--- src/rtl/fft_frame_streamer.sv ---
// fft_frame_streamer: collects N complex samples from an input stream into a
// frame buffer and pulses fft_start to launch a parallel FFT core. After a
// fixed latency it captures the core result. It then serialises the bins onto
// an output stream in natural or fftshift order. A frame terminated early with
// s_last is zero-padded to N entries.
//
// Handshake semantics, both streams: a beat transfers on a rising edge where
// valid && ready are both high. A producer holding valid keeps its payload
// stable and does not drop valid until that transfer. s_ready and m_valid are
// registered outputs.
module fft_frame_streamer #(
  parameter int N_POINTS  = 16,
  parameter int DW        = 16,
  parameter int FFT_LAT   = 4,
  parameter int SHIFT_OUT = 0,
  parameter int IW        = $clog2(N_POINTS)
) (
  input  logic                     clk,
  input  logic                     rst,
  input  logic                     s_valid,
  output logic                     s_ready,
  input  logic signed [DW-1:0]     s_real,
  input  logic signed [DW-1:0]     s_imag,
  input  logic                     s_last,
  output logic [N_POINTS*DW-1:0]   fft_real_flat,
  output logic [N_POINTS*DW-1:0]   fft_imag_flat,
  output logic                     fft_start,
  input  logic [N_POINTS*DW-1:0]   res_real_flat,
  input  logic [N_POINTS*DW-1:0]   res_imag_flat,
  output logic                     m_valid,
  input  logic                     m_ready,
  output logic signed [DW-1:0]     m_real,
  output logic signed [DW-1:0]     m_imag,
  output logic [IW-1:0]            m_index,
  output logic                     m_last,
  output logic [15:0]              frame_cnt,
  output logic                     pad_flag,
  output logic [1:0]               dbg_state
);

  localparam int LW = $clog2(FFT_LAT + 1);
  // Bin presented on beat 0; later beats follow it modulo N through IW-bit wrap.
  localparam logic [IW-1:0] FIRST_BIN = (SHIFT_OUT != 0) ? IW'(N_POINTS / 2) : '0;

  typedef enum logic [1:0] {
    ST_FILL  = 2'd0,
    ST_RUN   = 2'd1,
    ST_DRAIN = 2'd2
  } state_t;

  state_t                  state_q;
  logic [IW-1:0]           wr_cnt_q;
  logic [LW-1:0]           lat_cnt_q;
  logic [IW-1:0]           beat_q;
  logic                    pad_q;
  logic [DW-1:0]           out_real_q [N_POINTS];
  logic [DW-1:0]           out_imag_q [N_POINTS];
  logic [N_POINTS*DW-1:0]  fft_real_q;
  logic [N_POINTS*DW-1:0]  fft_imag_q;
  logic                    s_ready_q;
  logic                    fft_start_q;
  logic                    m_valid_q;
  logic                    m_last_q;
  logic [IW-1:0]           m_index_q;
  logic [DW-1:0]           m_real_q;
  logic [DW-1:0]           m_imag_q;
  logic [15:0]             frame_cnt_q;
  logic                    pad_flag_q;

  logic                    accept;
  logic                    out_hs;
  logic [IW-1:0]           beat_d;
  logic [IW-1:0]           bin_d;

  assign accept = (state_q == ST_FILL) && s_valid && s_ready_q;
  assign out_hs = m_valid_q && m_ready;
  assign beat_d = beat_q + 1'b1;
  assign bin_d  = beat_d + FIRST_BIN;

  // Frame FSM: fill the input buffer, launch and wait for the core, drain bins.
  always_ff @(posedge clk or negedge rst) begin
    if (!rst) begin
      state_q     <= ST_FILL;
      wr_cnt_q    <= '0;
      lat_cnt_q   <= '0;
      beat_q      <= '0;
      pad_q       <= 1'b0;
      fft_real_q  <= '0;
      fft_imag_q  <= '0;
      s_ready_q   <= 1'b0;
      fft_start_q <= 1'b0;
      m_valid_q   <= 1'b0;
      m_last_q    <= 1'b0;
      m_index_q   <= '0;
      m_real_q    <= '0;
      m_imag_q    <= '0;
      frame_cnt_q <= '0;
      pad_flag_q  <= 1'b0;
      for (int k = 0; k < N_POINTS; k++) begin
        out_real_q[k] <= '0;
        out_imag_q[k] <= '0;
      end
    end else begin
      fft_start_q <= 1'b0;
      case (state_q)
        ST_FILL: begin
          s_ready_q <= 1'b1;
          if (accept) begin
            fft_real_q[int'(wr_cnt_q)*DW +: DW] <= s_real;
            fft_imag_q[int'(wr_cnt_q)*DW +: DW] <= s_imag;
            wr_cnt_q <= wr_cnt_q + 1'b1;
            if (wr_cnt_q == IW'(N_POINTS - 1)) begin
              // Full frame: any s_last on this sample carries no information.
              pad_q       <= 1'b0;
              s_ready_q   <= 1'b0;
              fft_start_q <= 1'b1;
              lat_cnt_q   <= '0;
              state_q     <= ST_RUN;
            end else if (s_last) begin
              // Short frame: zero the unwritten tail so the core sees a padded frame.
              for (int k = 0; k < N_POINTS; k++) begin
                if (k > int'(wr_cnt_q)) begin
                  fft_real_q[k*DW +: DW] <= '0;
                  fft_imag_q[k*DW +: DW] <= '0;
                end
              end
              pad_q       <= 1'b1;
              s_ready_q   <= 1'b0;
              fft_start_q <= 1'b1;
              lat_cnt_q   <= '0;
              state_q     <= ST_RUN;
            end
          end
        end
        ST_RUN: begin
          if (lat_cnt_q == LW'(FFT_LAT)) begin
            for (int k = 0; k < N_POINTS; k++) begin
              out_real_q[k] <= res_real_flat[k*DW +: DW];
              out_imag_q[k] <= res_imag_flat[k*DW +: DW];
            end
            // Beat 0 comes straight from the core result being captured.
            m_real_q   <= res_real_flat[int'(FIRST_BIN)*DW +: DW];
            m_imag_q   <= res_imag_flat[int'(FIRST_BIN)*DW +: DW];
            m_index_q  <= FIRST_BIN;
            m_last_q   <= 1'b0;
            m_valid_q  <= 1'b1;
            beat_q     <= '0;
            pad_flag_q <= pad_q;
            state_q    <= ST_DRAIN;
          end else begin
            lat_cnt_q <= lat_cnt_q + 1'b1;
          end
        end
        ST_DRAIN: begin
          if (out_hs) begin
            if (beat_q == IW'(N_POINTS - 1)) begin
              m_valid_q   <= 1'b0;
              m_last_q    <= 1'b0;
              s_ready_q   <= 1'b1;
              wr_cnt_q    <= '0;
              frame_cnt_q <= frame_cnt_q + 16'd1;
              state_q     <= ST_FILL;
            end else begin
              beat_q    <= beat_d;
              m_index_q <= bin_d;
              m_real_q  <= out_real_q[bin_d];
              m_imag_q  <= out_imag_q[bin_d];
              m_last_q  <= (beat_d == IW'(N_POINTS - 1));
            end
          end
        end
        default: begin
          state_q <= ST_FILL;
        end
      endcase
    end
  end

  assign s_ready       = s_ready_q;
  assign fft_real_flat = fft_real_q;
  assign fft_imag_flat = fft_imag_q;
  assign fft_start     = fft_start_q;
  assign m_valid       = m_valid_q;
  assign m_last        = m_last_q;
  assign m_index       = m_index_q;
  assign m_real        = m_real_q;
  assign m_imag        = m_imag_q;
  assign frame_cnt     = frame_cnt_q;
  assign pad_flag      = pad_flag_q;
  assign dbg_state     = state_q;

endmodule

--- config.mk ---
export PLATFORM = sky130hd
export DESIGN_NAME = fft_frame_streamer
export DESIGN_NICKNAME = d
export VERILOG_FILES = /design/src/rtl/fft_frame_streamer.sv
export SDC_FILE = /design/constraint.sdc
export NUM_CORES = 2
export LEC_CHECK = 0
export BUFFER_PORTS_ARGS = -buffer_cell sky130_fd_sc_hd__buf_4
export CAP_MARGIN = 10
export CORE_AREA = 4 4 429 431
export CTS_CLUSTER_DIAMETER = 200
export CTS_CLUSTER_SIZE = 20
export DETAILED_ROUTE_END_ITERATION = 16
export DIE_AREA = 0 0 433 435
export GPL_TIMING_DRIVEN = 0
export SLEW_MARGIN = 20
export SYNTH_ARGS = -nofsm -noshare
export SYNTH_HDL_FRONTEND = slang
export SYNTH_SLANG_ARGS = --single-unit
--- constraint.sdc ---
create_clock -name clk -period 4.7 [get_ports clk]
set_input_delay 0.705 -clock clk [delete_from_list [all_inputs] [get_ports clk]]
set_output_delay 0.705 -clock clk [all_outputs]
set_load 0.02 [all_outputs]
==> results.toml <==
[cts]
clk_path_buf_depth = 3
insertion_delay_ns = 0.72
cts_buffers = 60
ctsHtreeMaxLevel = 2
cts-root-buf = "clkbuf_16"
cts_tree = "done"
clock-sinks = 1091
clkTransAtPathRegs_ns = 0.11

[final_layout]
fillers = 18110
fin_nets = 4878
area_growth_pct = 28.78
fin_cells = 6713
drive_gt1_share_pct = 45.03

[power]
comb_power_share_pct = 38.3
p_leak_nw = 26.75
p_sw_mw = 11.90
powerDensity_mw_per_mm2 = 547.5
p_sw_share_pct = 37.10
clockPowerShare_pct = 17.3
seqPwrFrac_pct = 44.4
p_int_mw = 20.18
ir_drop_uv = 361.1

[routing]
drt-wirelength-per-cell_um = 30.43
vias = 33530
via_per_inst = 4.995
wl_um = 204300
firstDrtPassIters = 5
drc = 0
drt-initial-drc-count = 2433
final_antenna_net_count = 0

[critical_path]
crit_path_start_kind = "register"
end_kind = "register"
critPathKind = "reg -> reg"
cp_data_required_time_ns = 5.31
cp_data_arrival_time_ns = 4.99
worstPathMaxFanout = 10

[hold_path]
min_path_type = "in -> reg"

[synthesis]
netlist_instances = 3155
synth_top_area_share_pct = 60.01
syn-cell-area_mm2 = 0.04550
yosysWarnings = 0
synth_edf_count = 0
yosysTopAreaCell = "dfrtp_1"
synth_cell_type_count = 53
async_flop_share_pct = 100.0
avgSynthCellArea_um2 = 14.42
synth_flop_cell = "dfrtp_1"
ys_ff_latch = 1091
synth_area_leaders = "dfrtp_1, mux2_2, a32o_1"
synth_nets = 3713
synth-seq-area-share_pct = 60.01

[die]
core_area_mm2 = 0.1802
dieArea_mm2 = 0.1884
rows = 156
ios = 1120
die_x_um = 433
start_util_pct = 25.25
die_h_um = 435

[timing]
min_period_over_period_pct = 93.13
fin_ws_ns = 0.3227
hold_viol = 0
final-max-slew-violation-count = 0
max_slew.worst_pin.slew_ns = 1.160
rsz0062_at_grt = "no"
report.final.setup_viol = 0
setup_tns_ns = 0
relSlewSlack_pct = 22.70
layout_min_cycle_time_ns = 4.377
fmax_mhz = 228.5
fin_worst_skew_ns = 0.03626

[job]
maxCapViolations = 0

[global_routing]
antenna_found_initial = 36
grt_pass1_vias = 34710
grt_max_degree = 145
grt_remaining_overflow = 0
grt_usage_pct = 20.97
grt_pass1_wl_um = 279400

[place]
dpl.cell_count = 6627
place_congestion = 0.8928
hpwl_um = 163000
pre_cts_ws_ns = 0.0004916
portBuffers = 1089

[run_status]
status = "completed"
[power by group through the flow]
stage	logic, mW	registers, mW	clock network, mW
global route	13.1	14.5	6.03
CTS	12.4	14.2	5.75
finish	12.3	14.3	5.55
floorplan	6.64	14.5	0
global placement	12.1	14.3	0
detailed placement	12.4	14.4	0
[layout make-up]
cell class / count / area [um2] / share of cell area (%)
Sequential cell: 1091 / 27300 / 46.59
Inverter: 16 / 60.06 / 0.1025
Timing Repair Buffer: 1103 / 8467 / 14.45
Multi-Input combinational cell: 1718 / 16790 / 28.66
Buffer: 330 / 1393 / 2.377
Antenna cell: 21 / 52.55 / 0.08969
Tap cell: 2370 / 2965 / 5.061
Clock inverter: 4 / 62.56 / 0.1068
Clock buffer: 60 / 1501 / 2.562
[registers in the layout, indices dropped and copies added (netlist names), 16 cells and up]
| name | count |
|---|---|
| fft_imag_flat | 256 |
| fft_real_flat | 256 |
| frame_cnt | 16 |
| m_imag | 16 |
| m_real | 16 |
| out_imag_q | 256 |
| out_real_q | 256 |
[layout by cell type, fill, tap and decap left out, types with 5 or more instances in the layout]
master	n
buf_4	1093
dfrtp_1	1091
mux2_2	514
a32o_1	317
nand2_1	230
clkbuf_1	167
mux4_2	128
o21ai_0	111
buf_2	101
o2bb2ai_1	97
a22o_1	68
mux2i_1	65
clkbuf_16	60
buf_1	42
o22a_1	32
nor2_1	23
diode_2	21
clkbuf_2	19
xnor2_1	17
inv_1	15
nand3_1	14
o21ai_1	12
ha_1	9
buf_16	9
nor3_1	8
and3_1	6
nor2b_1	5
nand2b_1	5
nor4_4	5
and2_1	5
nor3_2	5
[per-layer routing]
layer / global-route usage, % / vias up / part of all wire, %
met5: 0 / - / 0.033
met4: 11.59 / 8 / 6.2
met3: 4.891 / 357 / 6.8
met2: 38.02 / 1394 / 52
met1: 22.28 / 17550 / 35
li1: - / 14220 / -
[critical path: stages, from the launching register on]
cell	delay, ns
dfrtp_1	0.38
clkbuf_1	0.17
buf_4	0.34
buf_2	0.43
inv_1	0.15
ha_1	0.36
clkbuf_2	0.51
clkbuf_1	0.85
mux4_2	0.43
mux2i_1	0.29
o21ai_0	0.13
o22a_1	0.20
[final timing paths]
kind / start / endpoint / slack, ns / cells after the start
setup / recovery: m_index[0] / m_real[10] / 0.32 / 11
hold / removal: res_imag_flat[96] / out_imag_q[144] / 0.20 / 2
setup reg to reg: m_index[0] / m_real[10] / 0.32 / 11
hold reg to reg: fft_imag_flat[0] / fft_imag_flat[0] / 0.49 / 2
max in group asynchronous: rst / out_real_q[109] / 0.98 / 6
min in group asynchronous: rst / fft_imag_flat[229] / 0.58 / 2
[what timing repair did]
action | 4_1_cts | 5_1_grt
buffers inserted | 0 | 0
pin swaps | 0 | 0
setup endpoints to repair | 1 | 1
gates resized for setup | 1 | 3
hold endpoints to repair | 101 | 0
hold buffers | 1 | 0
[cells by family (layout without fill, tap and decap cells)]
kind of cell | Yosys count | in the layout | share of synthesized area, %
adder cells (fa/ha/maj) | 9 | 9 | 0.2475
XOR/XNOR | 20 | 20 | 0.3850
AO/OA/AOI/OAI | 658 | 658 | 12.50
AND/OR/NAND/NOR | 324 | 324 | 3.234
flip-flops | 1091 | 1091 | 60.01
other | 0 | 21 | 0
multiplexers | 707 | 707 | 20.49
buffers and inverters | 346 | 1513 | 3.141
[cell usage after synthesis, drive strengths merged, types with 6 or more instances]
cell and count:
o2bb2ai 97, xnor2 17, nand2 230, nor3 13, mux2 514, dfrtp 1091, mux2i 65, buf 144
and3 6, nor2 23, ha 9, nor4 7, o22a 32, o21ai 124, a32o 317, nand3 15
a22o 68, inv 16, mux4 128, clkbuf 186
[per-stage QoR]
step | hold WS (ns) | cell area, um2 | total power [mW] | utilization (%)
2_1_floorplan | 0.4094 | 45500 | 21.16 | -
3_3_place_gp | 0.4653 | 56640 | 26.43 | 31.44
3_5_place_dp | 0.4750 | 56960 | 26.80 | 31.62
4_1_cts | 0.09979 | 58540 | 32.39 | 32.49
5_1_grt | 0.1486 | 58570 | 33.69 | 32.51
6_report | 0.2005 | 58590 | 32.08 | 32.52
Note: power is estimated with default switching activity, not from simulation.
